===== config.mk =====
export PLATFORM = sky130hd
export DESIGN_NAME = seg_display_arbiter
export DESIGN_NICKNAME = d
export VERILOG_FILES = /design/src/rtl/seg_display_arbiter.sv
export SDC_FILE = /design/constraint.sdc
export NUM_CORES = 1
export LEC_CHECK = 0
export CORE_MARGIN = 2
export CORE_UTILIZATION = 40
export CTS_BUF_LIST = sky130_fd_sc_hd__clkbuf_4 sky130_fd_sc_hd__clkbuf_8
export DETAILED_ROUTE_END_ITERATION = 6
export HOLD_SLACK_MARGIN = 0.02
export MAX_ROUTING_LAYER = met4
export PLACE_DENSITY = 0.8
export SYNTH_ARGS = -nofsm -noshare
export SYNTH_HDL_FRONTEND = slang
export SYNTH_SLANG_ARGS = --single-unit

===== constraint.sdc =====
create_clock -name clk -period 2.3 [get_ports clk]
set_clock_uncertainty 0.15 [all_clocks]
set_input_delay 0.23 -clock clk [delete_from_list [all_inputs] [get_ports clk]]
set_output_delay 0.23 -clock clk [all_outputs]
set_load 0.005 [all_outputs]

===== src/rtl/seg_display_arbiter.sv =====
// Time-shares a seven-segment display between score, timer and a preempting message.
// Optional message blink is built when SEG_ARB_BLINK_EN is defined.
module seg_display_arbiter #(
   parameter int unsigned numDigits   = 4,
   parameter int unsigned ROT_TICKS   = 3000,
   parameter int unsigned MSG_TICKS   = 2000,
   parameter int unsigned BLINK_TICKS = 250
) (
   input  logic                     clk,
   input  logic                     rst,
   input  logic                     tick,
   input  logic [numDigits*4-1:0]   score_val,
   input  logic [numDigits*4-1:0]   time_val,
   input  logic                     msg_req,
   input  logic [numDigits*4-1:0]   msg_val,
   output logic [numDigits*4-1:0]   disp_val,
   output logic                     disp_en,
   output logic [1:0]               src_sel,
   output logic                     msg_busy
);

   localparam int unsigned W    = numDigits * 4;
   localparam int unsigned MAXT = (ROT_TICKS > MSG_TICKS) ? ROT_TICKS : MSG_TICKS;
   localparam int unsigned CW   = $clog2(MAXT + 1);
   localparam logic [CW-1:0] ROT_LAST = CW'(ROT_TICKS - 1);
   localparam logic [CW-1:0] MSG_LAST = CW'(MSG_TICKS - 1);

   if (ROT_TICKS < 1 || MSG_TICKS < 1 || BLINK_TICKS < 1) begin : g_bad_param
      $error("seg_display_arbiter: tick counts must be at least 1");
   end

   typedef enum logic [1:0] {
      ST_SCORE = 2'd0,
      ST_TIME  = 2'd1,
      ST_MSG   = 2'd2
   } state_t;

   state_t          state;
   state_t          ret_state;
   logic [CW-1:0]   cnt;
   logic [W-1:0]    msg_latch;

`ifdef SEG_ARB_BLINK_EN
   localparam int unsigned BW = $clog2(BLINK_TICKS + 1);
   localparam logic [BW-1:0] BLINK_LAST = BW'(BLINK_TICKS - 1);
   logic [BW-1:0]   bcnt;
   logic            vis;
`endif

   // Outputs are registered from the state held during the previous cycle,
   // so src_sel, msg_busy, disp_en and disp_val always move together.
   always_ff @(posedge clk or posedge rst) begin
      if (rst) begin
         state     <= ST_SCORE;
         ret_state <= ST_SCORE;
         cnt       <= '0;
         msg_latch <= '0;
         disp_val  <= '0;
         disp_en   <= 1'b0;
         src_sel   <= 2'd0;
         msg_busy  <= 1'b0;
`ifdef SEG_ARB_BLINK_EN
         bcnt      <= '0;
         vis       <= 1'b1;
`endif
      end else begin
         src_sel  <= state;
         msg_busy <= (state == ST_MSG);
         case (state)
            ST_SCORE: disp_val <= score_val;
            ST_TIME:  disp_val <= time_val;
            default:  disp_val <= msg_latch;
         endcase
`ifdef SEG_ARB_BLINK_EN
         disp_en <= (state == ST_MSG) ? vis : 1'b1;
`else
         disp_en <= 1'b1;
`endif

         case (state)
            ST_SCORE, ST_TIME: begin
               if (msg_req) begin
                  msg_latch <= msg_val;
                  ret_state <= state;
                  state     <= ST_MSG;
                  cnt       <= '0;
`ifdef SEG_ARB_BLINK_EN
                  bcnt      <= '0;
                  vis       <= 1'b1;
`endif
               end else if (tick) begin
                  if (cnt == ROT_LAST) begin
                     cnt   <= '0;
                     state <= (state == ST_SCORE) ? ST_TIME : ST_SCORE;
                  end else begin
                     cnt <= cnt + 1'b1;
                  end
               end
            end
            ST_MSG: begin
               if (msg_req) begin
                  msg_latch <= msg_val;
                  cnt       <= '0;
`ifdef SEG_ARB_BLINK_EN
                  bcnt      <= '0;
                  vis       <= 1'b1;
`endif
               end else if (tick) begin
                  if (cnt == MSG_LAST) begin
                     cnt   <= '0;
                     state <= ret_state;
                  end else begin
                     cnt <= cnt + 1'b1;
                  end
`ifdef SEG_ARB_BLINK_EN
                  if (bcnt == BLINK_LAST) begin
                     bcnt <= '0;
                     vis  <= ~vis;
                  end else begin
                     bcnt <= bcnt + 1'b1;
                  end
`endif
               end
            end
            default: begin
               state <= ST_SCORE;
               cnt   <= '0;
            end
         endcase
      end
   end

endmodule


==> flow_summary_export.csv <==
group,metric,value,unit
sta,setup_violations,0,
synthesis,synth_edf_count,0,
die,die_area,7110,um^2
cts,cts_root_buf,"clkbuf_8",
critical_path,reg2reg_depth,6,
cts,cts_buffers,5,
critical_path,timing_worst_setup_path_type,"reg2reg",
placed_design,place_ws,0.264,ns
die,start_util,0.409,
placed_design,gp_congestion,0.852,
sta,fin_setup_tns,0,ns
synthesis,synthesis.nets,286,
layout,drive_gt1_frac,0.151,
cts,cts_htree_levels,2,
run_status,status,"finished clean",
routing,routed.top_layer,"met4",
sta,final_hold_viol_count,0,
sta,holdWs,0.135,ns
sta,setup_ws,0.331,ns
cts,clkSinkCount,52,
layout,finalNonFillerCells,381,
global_route,antenna_found_initial,0,
cts,insertion_delay,0.30,ns
routing,wl_met3,264,um
cts,post-cts-setup-buffers,0,
pwr,p_leak,1.42,nW
flow_run,cap_violations,0,
sta,rsz0062_at_grt,"no",
layout,synthToLayoutAreaGrowth,35.0,%
die,fp.dieW,84.4,um
synthesis,ys_ff_latch,52,
min_path,min_path_type,"in2async",
layout,fillers,544,
routing,vias_per_cell,5.35,
routing,dr_wl_met2,3040,um
layout,final_util,0.552,
synthesis,syn_area,2580,um^2
die,io_pins,72,
sta,fmax,0.508,GHz
routing,num_vias,2038,
routing,wl_per_cell,15.2,um
synthesis,seq_area_frac_synth,0.504,
synthesis,yosys_warnings,0,
critical_path,cp-startpoint,"cnt[0]",
layout,fin_nets,357,
global_route,grt_max_degree,34,
critical_path,r2r_start,"cnt[0]",
sta,fin_crit_sh,0.856,
die,die_h,84.4,um
global_route,grt_usage,0.174,
synthesis,synth_cell_types,47,
cts,cts_tree,"done",
critical_path,start_kind,"flip-flop",
routing,drt_first_iter_violations,174,
global_route,grt_pass1_wl,9720,um
synthesis,synthCells,232,
cts,clkTransAtPathRegs,0.09,ns
synthesis,ys.flop_type,"dfrtp_1",
placed_design,dp.cells,373,
sta,finalCriticalPeriod,1.97,ns
cts,cts.path.max_buffers,2,
die,num_rows,29,
die,core_area,6310,um^2
critical_path,crit_arrival,2.01,ns
routing,drc,0,
global_route,gr-total-overflow,0,
cts,cts_resized,0,
cts,cts_hold_buf,0,
synthesis,synthArstFlopShare,1.00,
placed_design,portBuffers,71,
sta,maxSlewViolCount,0,
critical_path,end_kind,"flip-flop",
critical_path,cp_max_fo,10,
placed_design,hpwlAfterDp,4290,um
pwr,ir_drop,0.000310,V
routing,drt-total-wl,5800,um
routing,ant_nets,0,
synthesis,avgSynthCellArea,11.1,um^2
critical_path,required,2.34,ns
routing,drt_pass1_iterations,4,
layout,insertedDiodeCount,0,
pwr,powerDensity,580,nW/um^2
global_route,first_global_vias,2027,
routing,m1WireLength,2420,um
[synth_stat cells (3+ instances only)]
master / number / area [um^2]
o21ai_0: 20 / 100
o211ai_1: 7 / 52.6
nor3_1: 3 / 15.0
nand4_1: 4 / 25.0
buf_2: 6 / 30.0
nor2_1: 4 / 15.0
buf_6: 5 / 56.3
and4_1: 3 / 26.3
clkbuf_1: 4 / 15.0
and2_1: 3 / 18.8
nand3_1: 10 / 50.1
nand2b_1: 4 / 25.0
dfrtp_1: 52 / 1300
inv_1: 6 / 22.5
mux2i_1: 16 / 160
mux2_2: 17 / 191
nand2_1: 31 / 116
[metal layers]
metal	global-route usage	up-vias
met5	-	-
met4	0.0635	0
met3	0.0295	6
met2	0.296	73
met1	0.209	991
li1	-	968
[layout make-up]
class	instances	area [um^2]	share of cell area
timing repair buffer	82	806	0.231
inverter	6	22.5	0.00646
multi-input combinational	156	1140	0.327
clock buffer	6	82.6	0.0237
tap	77	96.3	0.0276
clock inverter	2	38.8	0.0111
sequential	52	1300	0.373
[final timing paths]
kind / to / slack, ns
max: cnt[9] / 0.33
min: disp_val[8] / 0.14
max reg2reg: cnt[9] / 0.33
min reg2reg: disp_val[0] / 0.33
max in group asynchronous: msg_latch[14] / 1.35
min in group clk: disp_val[0] / 0.33
[critical path, cell delays in order (launching register included)]
cell,delay [ns]
dfrtp_1,0.45
ha_1,0.23
nand3_4,0.11
o31a_1,0.35
buf_4,0.20
o21a_1,0.18
o22a_1,0.19
[kinds of logic after synthesis]
kind of cell               Yosys count  share of synthesized area
buffers and inverters               24                     0.0547
DFF                                 52                      0.504
adders and majority gates            2                    0.00969
muxes                               33                      0.136
AOI/OAI and AO/OA                   47                      0.131
other                                1                    0.00145
and+or+nand+nor                     71                      0.156
xor gates and xnor gates             2                    0.00678
[sequential cells by signal, summed over array words and instances (netlist names)]
register and flops:
cnt 12, disp_en 1, disp_val 16, msg_busy 1
msg_latch 16, ret_state 2, src_sel 2, state 2
[placed cells by master (no fill, tap or decap), types with 2 or more instances in the layout]
| master | n |
|---|---|
| clkdlybuf4s50_1 | 71 |
| dfrtp_1 | 52 |
| nand2_1 | 31 |
| o21ai_0 | 20 |
| mux2_2 | 17 |
| mux2i_1 | 16 |
| nand3_1 | 10 |
| buf_4 | 10 |
| o211ai_1 | 7 |
| clkbuf_8 | 6 |
| inv_1 | 5 |
| nand2b_1 | 4 |
| nor2_1 | 4 |
| nand4_1 | 4 |
| and2_1 | 3 |
| and4_1 | 3 |
| nor3_1 | 3 |
| o21a_1 | 2 |
| nor4_1 | 2 |
| a21boi_0 | 2 |
| o2111ai_1 | 2 |
| o221ai_1 | 2 |
| ha_1 | 2 |
[power breakdown]
part           switching [W]  internal, W  total, W
clock network       0.000301     0.000356  0.000657
logic               0.000116     0.000210  0.000326
registers          0.0000460     0.000994   0.00104
total               0.000463      0.00156   0.00202
[stage by stage]
stage	area (um^2)	total power [W]
after global placement	3370	0.00137
after CTS	3490	0.00205
after global routing	3490	0.00212
after floorplan	2580	0.00119
final	3490	0.00202
after detailed placement	3370	0.00139
Power figures use the tool's default switching activity.
==> variant (same flow settings) <==
Make the reset (`rst`) synchronous in one clocked block.
--- a/src/rtl/seg_display_arbiter.sv
+++ b/src/rtl/seg_display_arbiter.sv
@@ -49,7 +49,7 @@
 
    // Outputs are registered from the state held during the previous cycle,
    // so src_sel, msg_busy, disp_en and disp_val always move together.
-   always_ff @(posedge clk or posedge rst) begin
+   always_ff @(posedge clk) begin
       if (rst) begin
          state     <= ST_SCORE;
          ret_state <= ST_SCORE;
Behaviour: differs if rst is asserted again (counterexample within 4 cycles, from zero or initial values and one cycle with rst high); with rst held inactive, the same outputs for 10 cycles.
==> variant against the original RTL <==
Global-route usage rose by 0.72 points. Maximum frequency shrank 8.1%. Non-clock buffer count decreased by 3. Total power down 9.0%. Setup slack worse by 0.17 ns. Via count up 2.0%. Final area decreased by 9.5%. Sequential cell count is the same. Synthesized area is 12% lower. Routed wire length fell by 6.1%. Clock power fell by 16%. Largest power group unchanged.
==> variant: results (changes against the original RTL) <==
Status = completed (unchanged)
Detailed Route Iter0 Violations = 119 (was 174)
Reg clk slew, reported paths = 0.09 ns (about the same)
Total Routing Usage GR = 18.1% (was 17.4%)
Seq/Total Area, Yosys = 46.0% (was 50.4%)
HPWL after DPL = 4.05 mm (was 4.29 mm)
First-pass GRT wire length = 8.59 mm (was 9.72 mm)
Synth area leader = dfxtp_1 (was dfrtp_1)
Post-synth top cells = dfxtp_1 (52), nor2_1 (46), nand2_1 (43) (was dfrtp_1 (52), nand2_1 (31), o21ai_0 (20))
HP Class = input port to register (was input port to async pin)
Sw Ratio = 25.2% (was 22.9%)
Synth Area in Adders = 1.11% (was 0.969%)
R2r worst-path depth = 5 (was 6)
Post-DR wirelength/cell = 13.0 um (was 15.2 um)
Post-Syn Nets = 330 (was 286)
Fillers = 527 (was 544)
Clock latency on the worst-skew pair = 0.31 ns
Worst-Margin Slew = 0.609 ns
Mux share of post-synthesis cell area = 7.52% (was 13.6%)
# resized after CTS = 0 (unchanged)
Initial antenna violation count = 0 (unchanged)
RD Place Congestion = 0.885 (was 0.852)
Antenna fix cells = 0 (unchanged)
Pin count of the biggest net entering global routing = 33 (was 34)
Synth Area in Compound Gates = 16.5% (was 13.1%)
Nets = 399 (was 357)
Ys Warns = 0 (unchanged)
Share of cells above drive strength 1 = 6.07% (was 15.1%)
Max clock buf depth = 2 (unchanged)
Clock power frac = 30.2% (was 32.5%)
Post-CTS setup repair buffer count = 0 (unchanged)
R2R Path End = state[0] (was cnt[9])
Port bufs = 71 (unchanged)
R2R Setup Slk = 0.16 ns (was 0.33 ns)
CP max FO = 7 (was 10)
Predominant post-synthesis flop cell = dfxtp_1 (was dfrtp_1)
Pleak = 1.18 nW (was 1.42 nW)
Asr flop ratio synth = 0% (was 100%)
Comb pwr = 0.316 mW (was 0.326 mW)
Xor-xnor portion of the synthesized cell area = 1.55% (was 0.678%)
Critical path startpoint = cnt[3] (was cnt[0])
Synth top area cells = dfxtp_1 (46%), a21oi_1 (8.0%), nor2_1 (7.6%) (was dfrtp_1 (50%), mux2_2 (7.4%), mux2i_1 (6.2%))
Unique masters post-synth = 34 (was 47)
Max IR drop VDD = 0.328 mV (was 0.310 mV)
Vias in the first global route = 1871 (was 2027)
Post-DR vias/cell = 4.97 (was 5.35)
-- variant: cell types whose count changed after synthesis, moves of 17 or more --
cell     delta
dfrtp_1    -52
dfxtp_1    +52
nor2_1     +42
a21oi_1    +35
o21ai_0    -18
mux2_2     -17
-- variant: how the worst min path moves through the flow --
| stage | from | end | slack (ns) | cells after the start |
|---|---|---|---|---|
| 2_1_floorplan | rst | disp_en | 0.15 | 1 |
| 3_3_place_gp | msg_latch[2] | msg_latch[2] | 0.29 | 2 |
| 3_5_place_dp | msg_latch[4] | msg_latch[4] | 0.30 | 2 |
| 4_1_cts | rst | cnt[8] | 0.14 | 2 |
| 5_1_grt | rst | disp_val[0] | 0.15 | 2 |
| 6_report | rst | cnt[8] | 0.15 | 2 |
-- variant: final cells by class --
class                   count  share of cell area [%]
multi-input cells         203                    36.4
repair buffers             79                    24.3
flip-flops and latches     52                    33.0
inverters                   4                   0.476
clock buffers               6                    2.62
well taps                  72                    2.85
clock inverters             2                   0.436
-- variant: critical path: stages (launching register included) --
cell,delay (ns)
dfxtp_1,0.39
or4b_4,0.57
o41ai_4,0.35
nand2_1,0.12
a2111o_1,0.39
a21oi_1,0.12
-- variant: metrics by stage --
step	setup WS [ns]	cell area, um2	std cells	hold WS [ns]	total power, mW
finish	0.158	3160	418	0.149	1.84
detailed placement	0.194	3050	410	0.298	1.31
global route	0.0632	3160	418	0.153	1.92
global placement	0.228	3050	410	0.291	1.30
floorplan	0.288	2260	276	0.155	1.13
CTS	0.167	3150	418	0.141	1.85
-- variant: per-layer routing --
metal / vias to the layer above / GRT usage (%) / wire [um]
li1: 1082 / - / -
met1: 929 / 21.9 / 2310
met2: 59 / 30.2 / 2760
met3: 8 / 4.55 / 295
met4: 0 / 5.17 / 68
met5: - / - / 0
